[src/rtl/quad_rr_collector_pkg.sv]
// Shared types and constants for the four-channel round-robin collector.
package quad_rr_collector_pkg;

   localparam int DATA_W_DEF = 8;

   localparam logic [1:0] CH_A = 2'd0;
   localparam logic [1:0] CH_B = 2'd1;
   localparam logic [1:0] CH_C = 2'd2;
   localparam logic [1:0] CH_D = 2'd3;

   typedef enum logic {
      EMPTY = 1'b0,
      FULL  = 1'b1
   } state_t;

   function automatic logic [1:0] rr_idx(logic [1:0] base, logic [1:0] off);
      return base + off;
   endfunction

endpackage

[src/rtl/quad_rr_collector_rr_arbiter4.sv]
// Four-way round-robin arbiter: search begins one past the last grant.
module rr_arbiter4
   import quad_rr_collector_pkg::*;
(
   input  logic [3:0] req,
   input  logic [1:0] last_grant,
   output logic [3:0] grant,
   output logic [1:0] grant_idx,
   output logic       any
);

   logic [1:0] idx;

   // Walk from lowest to highest priority so the nearest requester wins.
   always_comb begin
      idx       = '0;
      grant_idx = '0;
      for (int k = 4; k >= 1; k--) begin
         idx = rr_idx(last_grant, 2'(k));
         if (req[idx]) begin
            grant_idx = idx;
         end
      end
   end

   assign any   = |req;
   assign grant = any ? (4'b0001 << grant_idx) : 4'b0000;

endmodule

[src/rtl/quad_rr_collector.sv]
// Collects words from four producers into one registered output slot,
// granting channels round-robin and counting accepted words per channel.
module quad_rr_collector
   import quad_rr_collector_pkg::*;
#(
   parameter int DATA_W = DATA_W_DEF
)
(
   input  logic              clk,
   input  logic              rst,
   input  logic [DATA_W-1:0] A,
   input  logic [DATA_W-1:0] B,
   input  logic [DATA_W-1:0] C,
   input  logic [DATA_W-1:0] D,
   input  logic [3:0]        in_valid,
   output logic [3:0]        in_ready,
   input  logic              enable_n,
   output logic [DATA_W-1:0] out_data,
   output logic [1:0]        out_sel,
   output logic              out_valid,
   input  logic              out_ready,
   input  logic [1:0]        stat_sel,
   output logic [7:0]        stat_count
);

   state_t            state;
   state_t            state_nx;
   logic [1:0]        last_grant;
   logic [3:0]        grant;
   logic [1:0]        grant_idx;
   logic              any;
   logic              slot_free;
   logic              xfer;
   logic [DATA_W-1:0] mux_data;
   logic [7:0]        cnt [4];

   rr_arbiter4 u_arb (
      .req        (in_valid),
      .last_grant (last_grant),
      .grant      (grant),
      .grant_idx  (grant_idx),
      .any        (any)
   );

   assign out_valid = (state == FULL);
   assign slot_free = !out_valid || out_ready;
   // The grant is exactly the transfer; data never feeds back into it.
   assign xfer      = !rst && !enable_n && slot_free && any;
   assign in_ready  = xfer ? grant : 4'b0000;

   always_comb begin
      mux_data = A;
      unique case (grant_idx)
         CH_A: mux_data = A;
         CH_B: mux_data = B;
         CH_C: mux_data = C;
         CH_D: mux_data = D;
      endcase
   end

   always_ff @(posedge clk) begin
      if (rst) begin
         state <= EMPTY;
      end else begin
         state <= state_nx;
      end
   end

   always_comb begin
      state_nx = state;
      unique case (state)
         EMPTY: if (xfer) state_nx = FULL;
         FULL:  if (out_ready && !xfer) state_nx = EMPTY;
      endcase
   end

   always_ff @(posedge clk) begin
      if (rst) begin
         out_data   <= '0;
         out_sel    <= CH_A;
         last_grant <= CH_D;
         for (int i = 0; i < 4; i++) begin
            cnt[i] <= 8'd0;
         end
      end else if (xfer) begin
         out_data        <= mux_data;
         out_sel         <= grant_idx;
         last_grant      <= grant_idx;
         cnt[grant_idx]  <= cnt[grant_idx] + 8'd1;
      end
   end

   assign stat_count = cnt[stat_sel];

endmodule

[config.mk]
export PLATFORM = sky130hd
export DESIGN_NAME = quad_rr_collector
export DESIGN_NICKNAME = d
export VERILOG_FILES = /design/src/rtl/quad_rr_collector_pkg.sv /design/src/rtl/quad_rr_collector_rr_arbiter4.sv /design/src/rtl/quad_rr_collector.sv
export SDC_FILE = /design/constraint.sdc
export NUM_CORES = 1
export LEC_CHECK = 0
export CAP_MARGIN = 30
export CORE_ASPECT_RATIO = 0.8
export CORE_MARGIN = 5
export CORE_UTILIZATION = 40
export CTS_BUF_LIST = sky130_fd_sc_hd__clkbuf_4 sky130_fd_sc_hd__clkbuf_8 sky130_fd_sc_hd__clkbuf_16
export DETAILED_ROUTE_END_ITERATION = 6
export PLACE_DENSITY_LB_ADDON = 0.08
export SYNTH_ARGS = -nofsm -noshare
export SYNTH_HDL_FRONTEND = slang
export SYNTH_HIERARCHICAL = 1
export SYNTH_SLANG_ARGS = --single-unit
[constraint.sdc]
create_clock -name clk -period 8.7 [get_ports clk]
set_input_delay 2.175 -clock clk [delete_from_list [all_inputs] [get_ports clk]]
set_output_delay 2.175 -clock clk [all_outputs]
set_load 0.03 [all_outputs]
-- Yosys cells after proc, flatten, opt, wreduce, memory -nomap -nowiden
Memory sizes are Yosys's and may differ from the RTL's.
Cells that the tools add are included.
Widths: inputs -> output; s select.
- muxes and demuxes: 25
- equality and inequality tests: 3
- bitwise operators: 1
- $lt $le $gt $ge: 4
- shifts and indexed selects: 1
- reductions and logical operators: 12
- add/subtract/negate cells: 4
- operator list (cell ; number):
    $pmux 8 s4 ; 1
    $lt 2x3->1 const B ; 4
    $mux 1 ; 11
    $mux 2 ; 5
    $add 8x1->8 const B ; 1
    $bmux 1 s2 ; 4
    $mux 4 ; 2
    $mux 8 ; 1
    $reduce_or 8->1 ; 1
    $add 2x2->2 const B ; 2
    $eq 2x2->1 const B ; 2
    $logic_and 1x1->1 ; 4
    $logic_not 1->1 ; 4
    $reduce_or 4->1 ; 1
    $shl 1x2->4 const A ; 1
    $add 2x1->2 const B ; 1
    $eq 2x1->1 const B ; 1
    $logic_not 2->1 ; 1
    $pmux 1 s2 ; 1
    $logic_or 1x1->1 ; 1
    $not 1->1 ; 1
- RAM bits: 32
- memories kept: 1
- flip-flop bits (word level): 13
- logic and storage cells: 55
- output and inout port bits: 23
- bits of input ports: 42
- memory list (name ; words ; bits a word ; rd ports ; clocked after Yosys merged registers in ; write ports ; line ; text):
    cnt ; 4 ; 8 ; 2 ; 0 ; 4 ; quad_rr_collector.sv:35 ; logic [7:0] cnt [4];

-- Logic depth before layout (Yosys ltp)
- depth in word-level cells: 9
- depth in mapped cells: 10
- depth with buffers taken out: 8

-- Modules after synthesis
Netlist, hierarchy kept.
- by module, submodules not included (module ; seq. area each (µm²) ; area each (µm²) ; times used ; cells each):
    quad_rr_collector ; 1221.2 ; 2413.6 ; 1 ; 191
    rr_arbiter4 ; 0.0 ; 237.7 ; 1 ; 35

-- Worst setup path after synthesis
Ideal clock, no wire load.
- path type: input -> output
- start: input stat_sel[0]
- end: output stat_count[0]
- path slack: 3.259 ns
- arrival time: 3.266 ns
- required time: 6.525 ns
- cell stages on the path: 2
- buffers on the path: 1
- cell sequence: clkbuf_1 > mux4_2
- cells in the longest elaborated chain, start to end: 1
- ends and longest elaborated chain (what ; line ; text):
    start: declaration ; quad_rr_collector.sv:22 ; input logic [1:0] stat_sel,
    $mem_v2 4x8 ; -- ;
    end: declaration ; quad_rr_collector.sv:23 ; output logic [7:0] stat_count
Every way passes these cells.

-- Worst setup path after layout
- start: input in_valid[3]
- end: output in_ready[3]
- elaborated cells between the ends (all ways): 17
- those cells by class: shift (1); mux (14); reduce/logical (2)
- RTL lines (what ; line ; text):
    start: declaration ; quad_rr_collector.sv:15 ; input logic [3:0] in_valid,
    $reduce_or 4->1 (*) ; quad_rr_collector_rr_arbiter4.sv:26 ; assign any = |req;
    via any ; quad_rr_collector.sv:31 ; logic any;
    $mux 4 / $logic_and 1x1->1 (equally long branches) ; quad_rr_collector_rr_arbiter4.sv:27, quad_rr_collector.sv:48 ;
    $mux 4 (*) ; quad_rr_collector.sv:49 ; assign in_ready = xfer ? grant : 4'b0000;
    end: declaration ; quad_rr_collector.sv:16 ; output logic [3:0] in_ready,
Mark *: on every way through the listed nets, which the timed path passes. The rest lies on a longest branch. The select of a mux whose other input is x is not followed.

==> impl_summary.log <==
INFO  metric crit_chain = clkdlybuf4s50_1 -> nor2_1 -> nand2_1 -> nand2b_1 -> nor3_1 -> buf_2 -> and2_1 -> clkdlybuf4s50_1
INFO  metric synth_seq_area_share = 0.461
INFO  metric cellInternalPower = 399 uW
INFO  metric critPathTopFamily = buffers and inverters
INFO  metric netlist_instances = about 230
INFO  metric yosysTopAreaCellShare = 0.362
INFO  metric final_cell_area = roughly 0.0034 sq mm
INFO  metric grt_setup_unrepaired = false
INFO  metric seq_power_share = 0.459
INFO  metric p_sw_frac = 0.293
INFO  metric pwr-share-comb = 0.295
INFO  metric die-area = 0.00837 sq mm
INFO  metric cts.root.buffer_cell = clkbuf_8
INFO  metric route.detailed.wl_per_inst = 17.4 microns
INFO  metric worst_path_largest_cell_delay = 0.67 ns
INFO  metric route.vias.total = approximately 2000
INFO  metric routed_wirelength = ~6500 microns
INFO  metric dr_pass1_iterations = 4
INFO  metric max-vdd-ir-drop = a little under 90 uV
INFO  metric buffers_on_ports = between 60 and 70
INFO  metric cts_hold_repair.buffers = 0
INFO  metric crit_fanout = 8
INFO  metric synth_top_area_cell = edfxtp_1
INFO  metric finalSetupViolations = 0
INFO  metric final_period_minus_worst_setup_slack = roughly 6.8 ns
INFO  metric drcViolationCount = 0
INFO  metric layout.nets = 330
INFO  metric grt_max_degree = 25
INFO  metric finalClockSkew = between 0.015 and 0.02 ns
INFO  metric min_period_over_period = 0.786
INFO  metric grt.overflow.total = 0
INFO  metric min-delay-start = out_sel[0]$_SDFFE_PP0N_
INFO  metric hold_class = reg -> reg
INFO  metric drive_gt1_frac = 0.125
INFO  metric floorplan.die.width = 101 microns
INFO  metric num-fill-cells = 560
INFO  metric grt_first_pass_wirelength = slightly above 10000 microns
INFO  metric slew_viol_final = 0
INFO  metric timing.critical_path.from_type = input port
INFO  metric crit_required = between 6 and 7 ns
INFO  metric total_power = 565 uW
INFO  metric crit_path_top_delay_cell = clkdlybuf4s50_1
INFO  metric worst-slew-pin-transition = approximately 0.9 ns
INFO  metric run_status = completed
INFO  metric timing_hold_violations_final = 0
INFO  metric critPathLaunch = in_valid[3]
INFO  metric finalWeightedCongestion = 0.800
INFO  metric avgViaCountPerCell = 5.33
INFO  metric cts.repair.resized = 0
INFO  metric power_leakage = 0.00126 uW
INFO  metric seq_area = ~0.0012 sq mm
INFO  metric insertedDiodeCount = 0
INFO  metric post-cts-setup-buffers = 0
INFO  metric synth.ff_latch_count = between 40 and 50
INFO  metric grt_pass1_vias = a little under 2000
INFO  metric ys_top_cells_by_count = nand2_1 (38), edfxtp_1 (32), a21oi_1 (28)
INFO  metric worstPathArrival = about 4.7 ns
INFO  metric synthesis.nets = 269
INFO  metric grt.total_usage = 0.156
INFO  metric htree_levels = 2
INFO  metric numCtsBuffers = 5
INFO  metric clock_insertion_delay_worst_skew = about 0.30 ns
INFO  metric cell_with_the_most_instances_after_synthesis = nand2_1
INFO  metric multiInputGateArea = around 0.0013 sq mm
INFO  metric synth_enable_flop_cells = 32
INFO  metric placed_area = 0.00333 sq mm
INFO  metric route.antenna.remaining_nets = 0
INFO  metric power.density_cell_area = ~160 mW/mm^2
INFO  metric timing.max_slew.rel_slack = 0.397
INFO  metric cts_max_path_buffers = 2
INFO  metric most_frequently_used_flop_master_after_synthesis = edfxtp_1
INFO  metric clock.fmax = ~150 MHz
INFO  metric path_buf_inv = 3
INFO  metric clockPowerShare = 0.245
INFO  metric flow.area_growth_from_synthesis = 29.4%
INFO  metric critPathCaptureType = primary output
INFO  metric die_y = 82.8 microns
INFO  metric cts_tree = done
INFO  metric yosys_warnings = 6
INFO  metric power.net_switching = 165 uW
INFO  metric critical_path.most_common_cell = clkdlybuf4s50_1
INFO  metric cts.sink_count = 45
INFO  metric drt-initial-drc-count = 84
INFO  metric timing_worst_setup_path_type = in -> out
INFO  metric core_region_area = between 0.006 and 0.007 sq mm
INFO  metric place.detailed.hpwl = between 4000 and 5000 microns
INFO  metric synth_cell_types = 35
INFO  metric floorplan.io_pins = between 60 and 70
INFO  metric row_count = 26
INFO  metric drv.max_cap_violation_count = 0
INFO  metric synthesis.area = roughly 0.0027 sq mm
INFO  metric asyncSetResetFlopFracSynth = 0
INFO  metric reg2reg_from = last_grant[1]$_SDFFE_PP1N_
INFO  metric setup_total_negative_slack = 0 ns
INFO  metric synthesis.area_per_instance = between 10 and 15 sq um
INFO  metric grt_antenna_before_repair = 0
INFO  metric ranking_of_synthesized_cells_by_area = edfxtp_1 (36%), mux4_2 (13%), dfxtp_1 (9.8%), mux4_1 (8.9%), nand2_1 (5.4%)
INFO  metric start_util = 0.414
INFO  metric clkSlewWorstSetupHoldPaths = 0.08 ns
==> cell type report <==
| type | instances | share of cell area |
|---|---|---|
| sequential | 45 | 0.356 |
| inverter | 4 | 0.00438 |
| timing repair buffer | 69 | 0.197 |
| tap | 84 | 0.0306 |
| multi-input combinational | 162 | 0.383 |
| clock buffer | 8 | 0.0285 |
==> through the flow <==
stage | hold slack [ns] | util | setup WS, ns | cells
detailed placement | 0.448 | 0.520 | 1.85 | 364
finish | 0.458 | 0.535 | 1.86 | 372
CTS | 0.460 | 0.535 | 1.84 | 372
floorplan | 0.453 | - | 3.26 | 226
global route | 0.474 | 0.535 | 1.73 | 372
global placement | 0.442 | 0.519 | 1.74 | 363
==> tightest hold or removal path, delay by kind of cell, from the launching register on <==
kind | cells | cell delay (ns)
AOI/OAI and AO/OA | 1 | 0.05
DFF | 1 | 0.32
and+or+nand+nor | 1 | 0.05
==> flip-flops by register name, indices dropped and copies added (netlist names) <==
register / cells
cnt: 32
last_grant: 2
out_data: 8
out_sel: 2
out_valid: 1
==> routing by layer <==
metal / wire length (microns) / part of all wire / GRT usage / up-vias
li1: - / - / - / 966
met1: 2940 / 0.45 / 0.222 / 943
met2: 2960 / 0.46 / 0.238 / 68
met3: 511 / 0.079 / 0.0427 / 6
met4: 61 / 0.0094 / 0.0314 / 0
met5: 0 / 0 / 0 / -
==> path summary, 6_finish.rpt <==
| kind | cells after the start | slack (ns) | endpoint |
|---|---|---|---|
| max reg2reg | 9 | 5.73 | cnt[1][4]$_SDFFCE_PN0P_ |
| max | 8 | 1.86 | in_ready[3] |
| min | 2 | 0.46 | out_sel[0]$_SDFFE_PP0N_ |
| min reg2reg | 2 | 0.46 | out_sel[0]$_SDFFE_PP0N_ |
==> power groups by stage <==
stage          clock [uW]  combinational, uW  sequential (uW)
2_1_floorplan           0                105              268
3_3_place_gp            0                168              264
3_5_place_dp            0                167              265
4_1_cts               141                169              260
5_1_grt               151                181              262
6_report              139                167              259
==> kinds of logic (layout without fill, tap and decap cells) <==
logic type / Yosys count / count (layout) / share of synthesized area
flip-flops: 45 / 45 / 0.461
AND/OR/NAND/NOR: 90 / 90 / 0.165
AO/OA/AOI/OAI: 43 / 43 / 0.0934
XOR/XNOR: 3 / 3 / 0.00991
adder cells (fa/ha/maj): 1 / 1 / 0.00472
buffers and inverters: 19 / 81 / 0.0458
multiplexers: 25 / 25 / 0.220
==> cells in the final DEF, fill, tap and decap left out, types with 2 or more instances in the layout <==
master | synthesis | final
mux4_1 | 9 | 9
mux4_2 | 15 | 15
xor2_1 | 3 | 3
nand3_1 | 3 | 3
dfxtp_1 | 13 | 13
buf_4 | 0 | 4
clkbuf_4 | 0 | 2
nand2b_1 | 7 | 7
edfxtp_1 | 32 | 32
and3_1 | 4 | 4
nand2_1 | 38 | 38
o21ai_0 | 7 | 6
o21a_1 | 2 | 2
nor2_1 | 19 | 19
inv_1 | 4 | 4
and2_1 | 5 | 5
clkdlybuf4s50_1 | 0 | 64
nor2b_1 | 4 | 4
or3_4 | 3 | 3
a21o_1 | 2 | 2
a21oi_1 | 28 | 28
nor3_1 | 3 | 3
clkbuf_8 | 0 | 6
Power figures use the tool's default switching activity.
